**config.mk**
```make
export PLATFORM = sky130hd
export DESIGN_NAME = sym_serializer_flat
export DESIGN_NICKNAME = d
export VERILOG_FILES = /design/src/rtl/sym_serializer_pkg.sv /design/src/rtl/sym_serializer_if.sv /design/src/rtl/sym_fifo.sv /design/src/rtl/sym_serializer.sv /design/src/flat_wrapper.sv
export SDC_FILE = /design/constraint.sdc
export NUM_CORES = 1
export LEC_CHECK = 0
export CAP_MARGIN = 15
export CELL_PAD_IN_SITES_DETAIL_PLACEMENT = 0
export CELL_PAD_IN_SITES_GLOBAL_PLACEMENT = 1
export CORE_ASPECT_RATIO = 0.5
export CORE_MARGIN = 10
export CORE_UTILIZATION = 45
export DETAILED_ROUTE_END_ITERATION = 12
export DONT_BUFFER_PORTS = 1
export PLACE_DENSITY_LB_ADDON = 0.1
export SYNTH_ARGS = -nofsm -noshare
export SYNTH_HDL_FRONTEND = slang
export SYNTH_SLANG_ARGS = --single-unit
```
**constraint.sdc**
```tcl
create_clock -name clk -period 2.2 [get_ports clk]
set_input_delay 0.44 -clock clk [delete_from_list [all_inputs] [get_ports clk]]
set_output_delay 0.44 -clock clk [all_outputs]
set_load 0.02 [all_outputs]
```
**src/rtl/sym_serializer_pkg.sv**
```systemverilog
// Shared constants and state encoding for the symbol serializer.
package sym_ser_pkg;
    localparam int SYM_W = 5;
    localparam int LVL_W = 5;

    typedef enum logic {
        IDLE  = 1'b0,
        SHIFT = 1'b1
    } ser_state_e;
endpackage

```
**src/rtl/sym_serializer_if.sv**
```systemverilog
// Upstream symbol input and serial output bundle of sym_serializer.
interface sym_serializer_if;
    import sym_ser_pkg::*;

    logic [SYM_W-1:0] dmod;
    logic             mod_en;
    logic             ser_out;
    logic             ser_valid;
    logic             sym_start;
    logic [LVL_W-1:0] level;
    logic             full;
    logic             overflow;

    modport master (
        output dmod, mod_en,
        input  ser_out, ser_valid, sym_start,
        input  level, full, overflow
    );

    modport slave (
        input  dmod, mod_en,
        output ser_out, ser_valid, sym_start,
        output level, full, overflow
    );
endinterface

```
**src/rtl/sym_fifo.sv**
```systemverilog
// Symbol FIFO with power-of-two depth; pointers wrap naturally.
module sym_fifo #(
    parameter int DEPTH = 8,
    parameter int SYM_W = 5
) (
    input  logic                   clk,
    input  logic                   reset,
    input  logic                   wr_en,
    input  logic [SYM_W-1:0]       wr_data,
    input  logic                   rd_en,
    output logic [SYM_W-1:0]       rd_data,
    output logic [$clog2(DEPTH):0] level,
    output logic                   full,
    output logic                   empty
);
    localparam int AW = $clog2(DEPTH);
    localparam logic [AW-1:0] P_ONE = AW'(1);
    localparam logic [AW:0]   L_ONE = (AW+1)'(1);
    localparam logic [AW:0]   L_MAX = (AW+1)'(DEPTH);

    logic [SYM_W-1:0] mem [DEPTH];
    logic [AW-1:0]    wr_ptr_q, wr_ptr_d;
    logic [AW-1:0]    rd_ptr_q, rd_ptr_d;
    logic [AW:0]      level_q, level_d;

    always_comb begin
        wr_ptr_d = wr_ptr_q;
        rd_ptr_d = rd_ptr_q;
        level_d  = level_q;
        if (wr_en) wr_ptr_d = wr_ptr_q + P_ONE;
        if (rd_en) rd_ptr_d = rd_ptr_q + P_ONE;
        unique case ({wr_en, rd_en})
            2'b10:   level_d = level_q + L_ONE;
            2'b01:   level_d = level_q - L_ONE;
            default: level_d = level_q;
        endcase
    end

    always_ff @(posedge clk) begin
        if (reset) begin
            wr_ptr_q <= '0;
            rd_ptr_q <= '0;
            level_q  <= '0;
        end else begin
            wr_ptr_q <= wr_ptr_d;
            rd_ptr_q <= rd_ptr_d;
            level_q  <= level_d;
        end
    end

    always_ff @(posedge clk) begin
        if (wr_en) mem[wr_ptr_q] <= wr_data;
    end

    assign rd_data = mem[rd_ptr_q];
    assign level   = level_q;
    assign full    = (level_q == L_MAX);
    assign empty   = (level_q == '0);
endmodule

```
**src/rtl/sym_serializer.sv**
```systemverilog
// Buffers 5-bit symbols and shifts them out MSB first, CLK_DIV cycles/bit.
module sym_serializer
    import sym_ser_pkg::*;
#(
    parameter int DEPTH   = 8,
    parameter int CLK_DIV = 2
) (
    input  logic             clk,
    input  logic             reset,
    sym_serializer_if.slave  bus
);
    localparam int DW = (CLK_DIV > 1) ? $clog2(CLK_DIV) : 1;
    localparam logic [DW-1:0] DIV_LAST = DW'(CLK_DIV - 1);
    localparam logic [DW-1:0] DIV_ONE  = DW'(1);
    localparam logic [2:0]    BIT_LAST = 3'd4;

    ser_state_e       state_q, state_d;
    logic [SYM_W-1:0] sh_q, sh_d;
    logic [2:0]       bit_q, bit_d;
    logic [DW-1:0]    div_q, div_d;
    logic             start_q, start_d;
    logic             ovf_q, ovf_d;
    logic             pop, push;

    logic [SYM_W-1:0]       fifo_rd;
    logic [$clog2(DEPTH):0] fifo_level;
    logic                   fifo_full;
    logic                   fifo_empty;

    sym_fifo #(
        .DEPTH (DEPTH),
        .SYM_W (SYM_W)
    ) u_fifo (
        .clk     (clk),
        .reset   (reset),
        .wr_en   (push),
        .wr_data (bus.dmod),
        .rd_en   (pop),
        .rd_data (fifo_rd),
        .level   (fifo_level),
        .full    (fifo_full),
        .empty   (fifo_empty)
    );

    // A full FIFO still accepts when the serializer frees a slot this cycle.
    assign push  = bus.mod_en && (!fifo_full || pop);
    assign ovf_d = ovf_q || (bus.mod_en && fifo_full && !pop);

    always_comb begin
        state_d = state_q;
        sh_d    = sh_q;
        bit_d   = bit_q;
        div_d   = div_q;
        start_d = 1'b0;
        pop     = 1'b0;
        unique case (state_q)
            IDLE: begin
                if (!fifo_empty) begin
                    pop     = 1'b1;
                    sh_d    = fifo_rd;
                    bit_d   = '0;
                    div_d   = '0;
                    start_d = 1'b1;
                    state_d = SHIFT;
                end
            end
            SHIFT: begin
                if (div_q != DIV_LAST) begin
                    div_d = div_q + DIV_ONE;
                end else begin
                    div_d = '0;
                    if (bit_q != BIT_LAST) begin
                        sh_d  = {sh_q[SYM_W-2:0], 1'b0};
                        bit_d = bit_q + 3'd1;
                    end else if (!fifo_empty) begin
                        // Reload on the last bit cycle keeps symbols gapless.
                        pop     = 1'b1;
                        sh_d    = fifo_rd;
                        bit_d   = '0;
                        start_d = 1'b1;
                    end else begin
                        sh_d    = '0;
                        bit_d   = '0;
                        state_d = IDLE;
                    end
                end
            end
            default: state_d = IDLE;
        endcase
    end

    always_ff @(posedge clk) begin
        if (reset) begin
            state_q <= IDLE;
            sh_q    <= '0;
            bit_q   <= '0;
            div_q   <= '0;
            start_q <= 1'b0;
            ovf_q   <= 1'b0;
        end else begin
            state_q <= state_d;
            sh_q    <= sh_d;
            bit_q   <= bit_d;
            div_q   <= div_d;
            start_q <= start_d;
            ovf_q   <= ovf_d;
        end
    end

    assign bus.ser_valid = (state_q == SHIFT);
    assign bus.ser_out   = (state_q == SHIFT) && sh_q[SYM_W-1];
    assign bus.sym_start = start_q;
    assign bus.level     = LVL_W'(fifo_level);
    assign bus.full      = fifo_full;
    assign bus.overflow  = ovf_q;
endmodule

```
**src/flat_wrapper.sv**
```systemverilog
// flat-port wrapper written by rule: the top's interface ports become plain ports
module sym_serializer_flat import sym_ser_pkg::*;
#(
    parameter int DEPTH   = 8,
    parameter int CLK_DIV = 2
)
  (clk, reset, bus_dmod, bus_mod_en, bus_ser_out, bus_ser_valid, bus_sym_start, bus_level, bus_full, bus_overflow);
  sym_serializer_if bus_i ();
  input  logic clk;
  input  logic reset;
  input wire logic [$bits(bus_i.dmod)-1:0] bus_dmod;
  input wire logic [$bits(bus_i.mod_en)-1:0] bus_mod_en;
  output wire logic [$bits(bus_i.ser_out)-1:0] bus_ser_out;
  output wire logic [$bits(bus_i.ser_valid)-1:0] bus_ser_valid;
  output wire logic [$bits(bus_i.sym_start)-1:0] bus_sym_start;
  output wire logic [$bits(bus_i.level)-1:0] bus_level;
  output wire logic [$bits(bus_i.full)-1:0] bus_full;
  output wire logic [$bits(bus_i.overflow)-1:0] bus_overflow;
  assign bus_i.dmod = bus_dmod;
  assign bus_i.mod_en = bus_mod_en;
  assign bus_ser_out = bus_i.ser_out;
  assign bus_ser_valid = bus_i.ser_valid;
  assign bus_sym_start = bus_i.sym_start;
  assign bus_level = bus_i.level;
  assign bus_full = bus_i.full;
  assign bus_overflow = bus_i.overflow;
  sym_serializer #(.DEPTH(DEPTH), .CLK_DIV(CLK_DIV)) u_core (.clk(clk), .reset(reset), .bus(bus_i));
endmodule
```
==> impl_metrics.json, run 1 <==
{
  "finalInstanceArea_um2": 3250,
  "grt-ovfl-total": 0,
  "setup_viol": 0,
  "drc": 0,
  "skew_ps": 5.06,
  "end_kind": "register",
  "hold_depth": 1,
  "wl_um": 5310,
  "antenna_cells": 0,
  "r2r_cells": 10,
  "busiest_layer": "met2",
  "firstDrtPassIters": 4,
  "hp-class": "in2reg",
  "synth.distinct_cells": 41,
  "ir_drop_mv": 0.690,
  "portBuffers": 0,
  "powerDensity_nw_per_um2": 1180,
  "syn2layout_area_growth_pct": 18.5,
  "ys_ff_latch": 65,
  "fin_total_pwr_w": 0.00382,
  "use_met3_pct": 5.82,
  "cts_sinks": 65,
  "synth_area_um2": 2740,
  "placed_cells": 285,
  "drt_first_iter_violations": 70,
  "drv_slew": 0,
  "placed_cell_area_um2": 2940,
  "drive_above_1_share_pct": 26.3,
  "htreeDepth": 3,
  "async_flop_share_pct": 0,
  "holdPathEnd": "u_core.bus.sym_start",
  "grt_pass1_wl_um": 9080,
  "grt_use_met2_pct": 19.6,
  "via_per_inst": 5.48,
  "nNetsFinal": 236,
  "ys_seq_area_share_pct": 62.1,
  "hold_ws_ps": 175,
  "die_y_um": 75.2,
  "postCtsHoldBufs": 0,
  "synth_nets": 214,
  "slew_headroom_pct": 54.1,
  "dp_hpwl_um": 3630,
  "ctsRootBufferMaster": "clkbuf_16",
  "path_clk_slew_ps": 50,
  "cp.arrival_ps": 2220,
  "critical_path.startpoint_type": "register",
  "p_leak_nw": 1.15,
  "antenna_found_initial": 0,
  "ys_warn_count": 0,
  "max_freq_mhz": 499,
  "crit_fanout": 3,
  "rows": 19,
  "grt_pass1_vias": 1758,
  "vias": 1649,
  "grt_util_met1_pct": 14.8,
  "finish.utilization_pct": 57.1,
  "start_util_pct": 48.2,
  "regArea_um2": 1700,
  "multi_input_area_um2": 995,
  "clock_latency_ps": 330,
  "routabilityCongestion": 0.770,
  "cap_violations": 0,
  "fin_cells": 301,
  "status": "finished, final reports clean",
  "worst_pin_slew_ps": 688,
  "period_share_pct": 91.1,
  "tritoncts": "yes",
  "mostFrequentLayoutCell": "edfxtp_1",
  "drt-wirelength-per-cell_um": 17.7,
  "dieArea_um2": 9800,
  "synth_edf_count": 40,
  "cts_buffers": 9,
  "fin_crit_ps": 2000,
  "grt_max_degree": 28,
  "cp.required_ps": 2410,
  "layout_common_cells": "edfxtp_1 (40), dfxtp_1 (25), nor2_1 (23)",
  "r2r_slack_ps": 200,
  "coreArea_um2": 5680,
  "postCtsSetupBuffers": 0,
  "r2r-start": "u_core.bit_q[0]",
  "synth.avg_cell_area_um2": 13.6,
  "ys.flop_type": "edfxtp_1",
  "critPathKind": "reg2reg",
  "clock_path_buffers": 2,
  "r2r_end": "u_core.u_fifo.level[2]",
  "syn_inst": 201,
  "ant_nets": 0,
  "hold_viol": 0,
  "die_w_um": 130,
  "ios": 18,
  "grt_util_all_layers_pct": 12.5,
  "min_from": "reset",
  "n_fill_cell": 467
}
## how the worst max path moves through the flow
stage	start	to	slack, ps	cells after the start
3_5_place_dp	u_core.bit_q[0]	u_core.u_fifo.mem[0][2]	190	8
5_1_grt	u_core.bit_q[0]	u_core.u_fifo.level[2]	-10	10
6_report	u_core.bit_q[0]	u_core.u_fifo.level[2]	200	10
3_3_place_gp	u_core.bit_q[0]	u_core.u_fifo.level[2]	250	10
4_1_cts	u_core.bit_q[0]	u_core.u_fifo.level[2]	160	10
2_1_floorplan	u_core.u_fifo.level[0]	u_core.u_fifo.mem[0][0]	30	4
## cells by family after synthesis
kind of cell,after synthesis,synth area share [%]
AO/OA/AOI/OAI,35,8.45
buffers and inverters,13,2.19
multiplexers,21,12.6
other,1,0.137
adder cells (fa/ha/maj),5,2.28
AND/OR/NAND/NOR,58,11.3
XOR/XNOR,3,0.959
flip-flops,65,62.1
## sequential cells by signal (all words and copies together) (netlist names), named ones only
| name | flops |
|---|---|
| u_core.bus.sym_start | 1 |
| u_core.u_fifo.wr_ptr_q | 3 |
| u_core.bus.overflow | 1 |
| u_core.u_fifo.mem | 40 |
| u_core.div_q | 1 |
| u_core.u_fifo.rd_ptr_q | 3 |
| u_core.u_fifo.level | 4 |
| u_core.sh_q | 5 |
| u_core.bit_q | 3 |
| u_core.bus.ser_valid | 1 |
## cell type report
| cell class | count | area share (%) |
|---|---|---|
| Clock buffer | 9 | 6.94 |
| Clock inverter | 7 | 2.12 |
| Inverter | 4 | 0.462 |
| Multi-Input combinational cell | 123 | 30.6 |
| Sequential cell | 65 | 52.4 |
| Tap cell | 73 | 2.81 |
| Timing Repair Buffer | 20 | 4.62 |
## metal layers
metal | wire [um] | part of all wire [%]
met1 | 2560 | 48
met2 | 2360 | 44
met3 | 314 | 5.9
met4 | 73 | 1.4
met5 | 0 | 0
## metrics by stage
step | setup TNS (ps) | worst slack [ps]
floorplan | 0 | 28.4
global placement | 0 | 254
detailed placement | 0 | 189
CTS | 0 | 163
global route | -10.7 | -10.7
finish | 0 | 197
## report_power, final
group	total (W)	internal [W]	switching [W]
Sequential	0.00155	0.00142	0.000133
Clock	0.00138	0.000873	0.000508
Combinational	0.000894	0.000427	0.000467
Total	0.00382	0.00272	0.00111
## Yosys cell counts (all sizes together) (2+ instances only)
master	instances	area, um2
buf	4	26.3
nor2b	4	25.0
xnor2	2	17.5
a31oi	3	18.8
edfxtp	40	1200
mux2	7	78.8
ha	5	62.6
nand2	6	22.5
a21boi	2	15.0
nor3	5	25.0
nand3	5	25.0
mux2i	4	40.0
o21ai	5	32.5
a21oi	11	55.1
a22oi	5	37.5
clkbuf	5	18.8
nand2b	6	37.5
dfxtp	25	500
nor4	2	27.5
mux4	10	225
a211oi	4	30.0
inv	4	15.0
nor2	23	86.3
## worst max-delay path: stages (launching register included)
cell and delay, ps:
dfxtp_1 320, inv_1 80, ha_1 180, nand3_1 110
a21oi_2 170, nand2_1 80, xnor2_1 130, ha_1 210
nand2_1 70, a2bb2oi_1 190, mux2_2 350
## what timing repair did
item	in CTS	in global routing
hold endpoints to repair	0	0
endpoints found under the setup margin	0	1
gates resized for setup	0	3
(Power assumes the default switching activity.)
==> inputs of run 2 (changes only) <==
==> constraint.sdc (replaced) <==
create_clock -name clk -period 2.2 [get_ports clk]
set_input_delay 0.33 -clock clk [delete_from_list [all_inputs] [get_ports clk]]
set_output_delay 0.33 -clock clk [all_outputs]
set_load 0.02 [all_outputs]
==> results of run 2 <==
The final DEF is identical to that of run 1. Status: finished, final reports clean.
Main changes from that run: hold slack 175 ps -> 65.0 ps
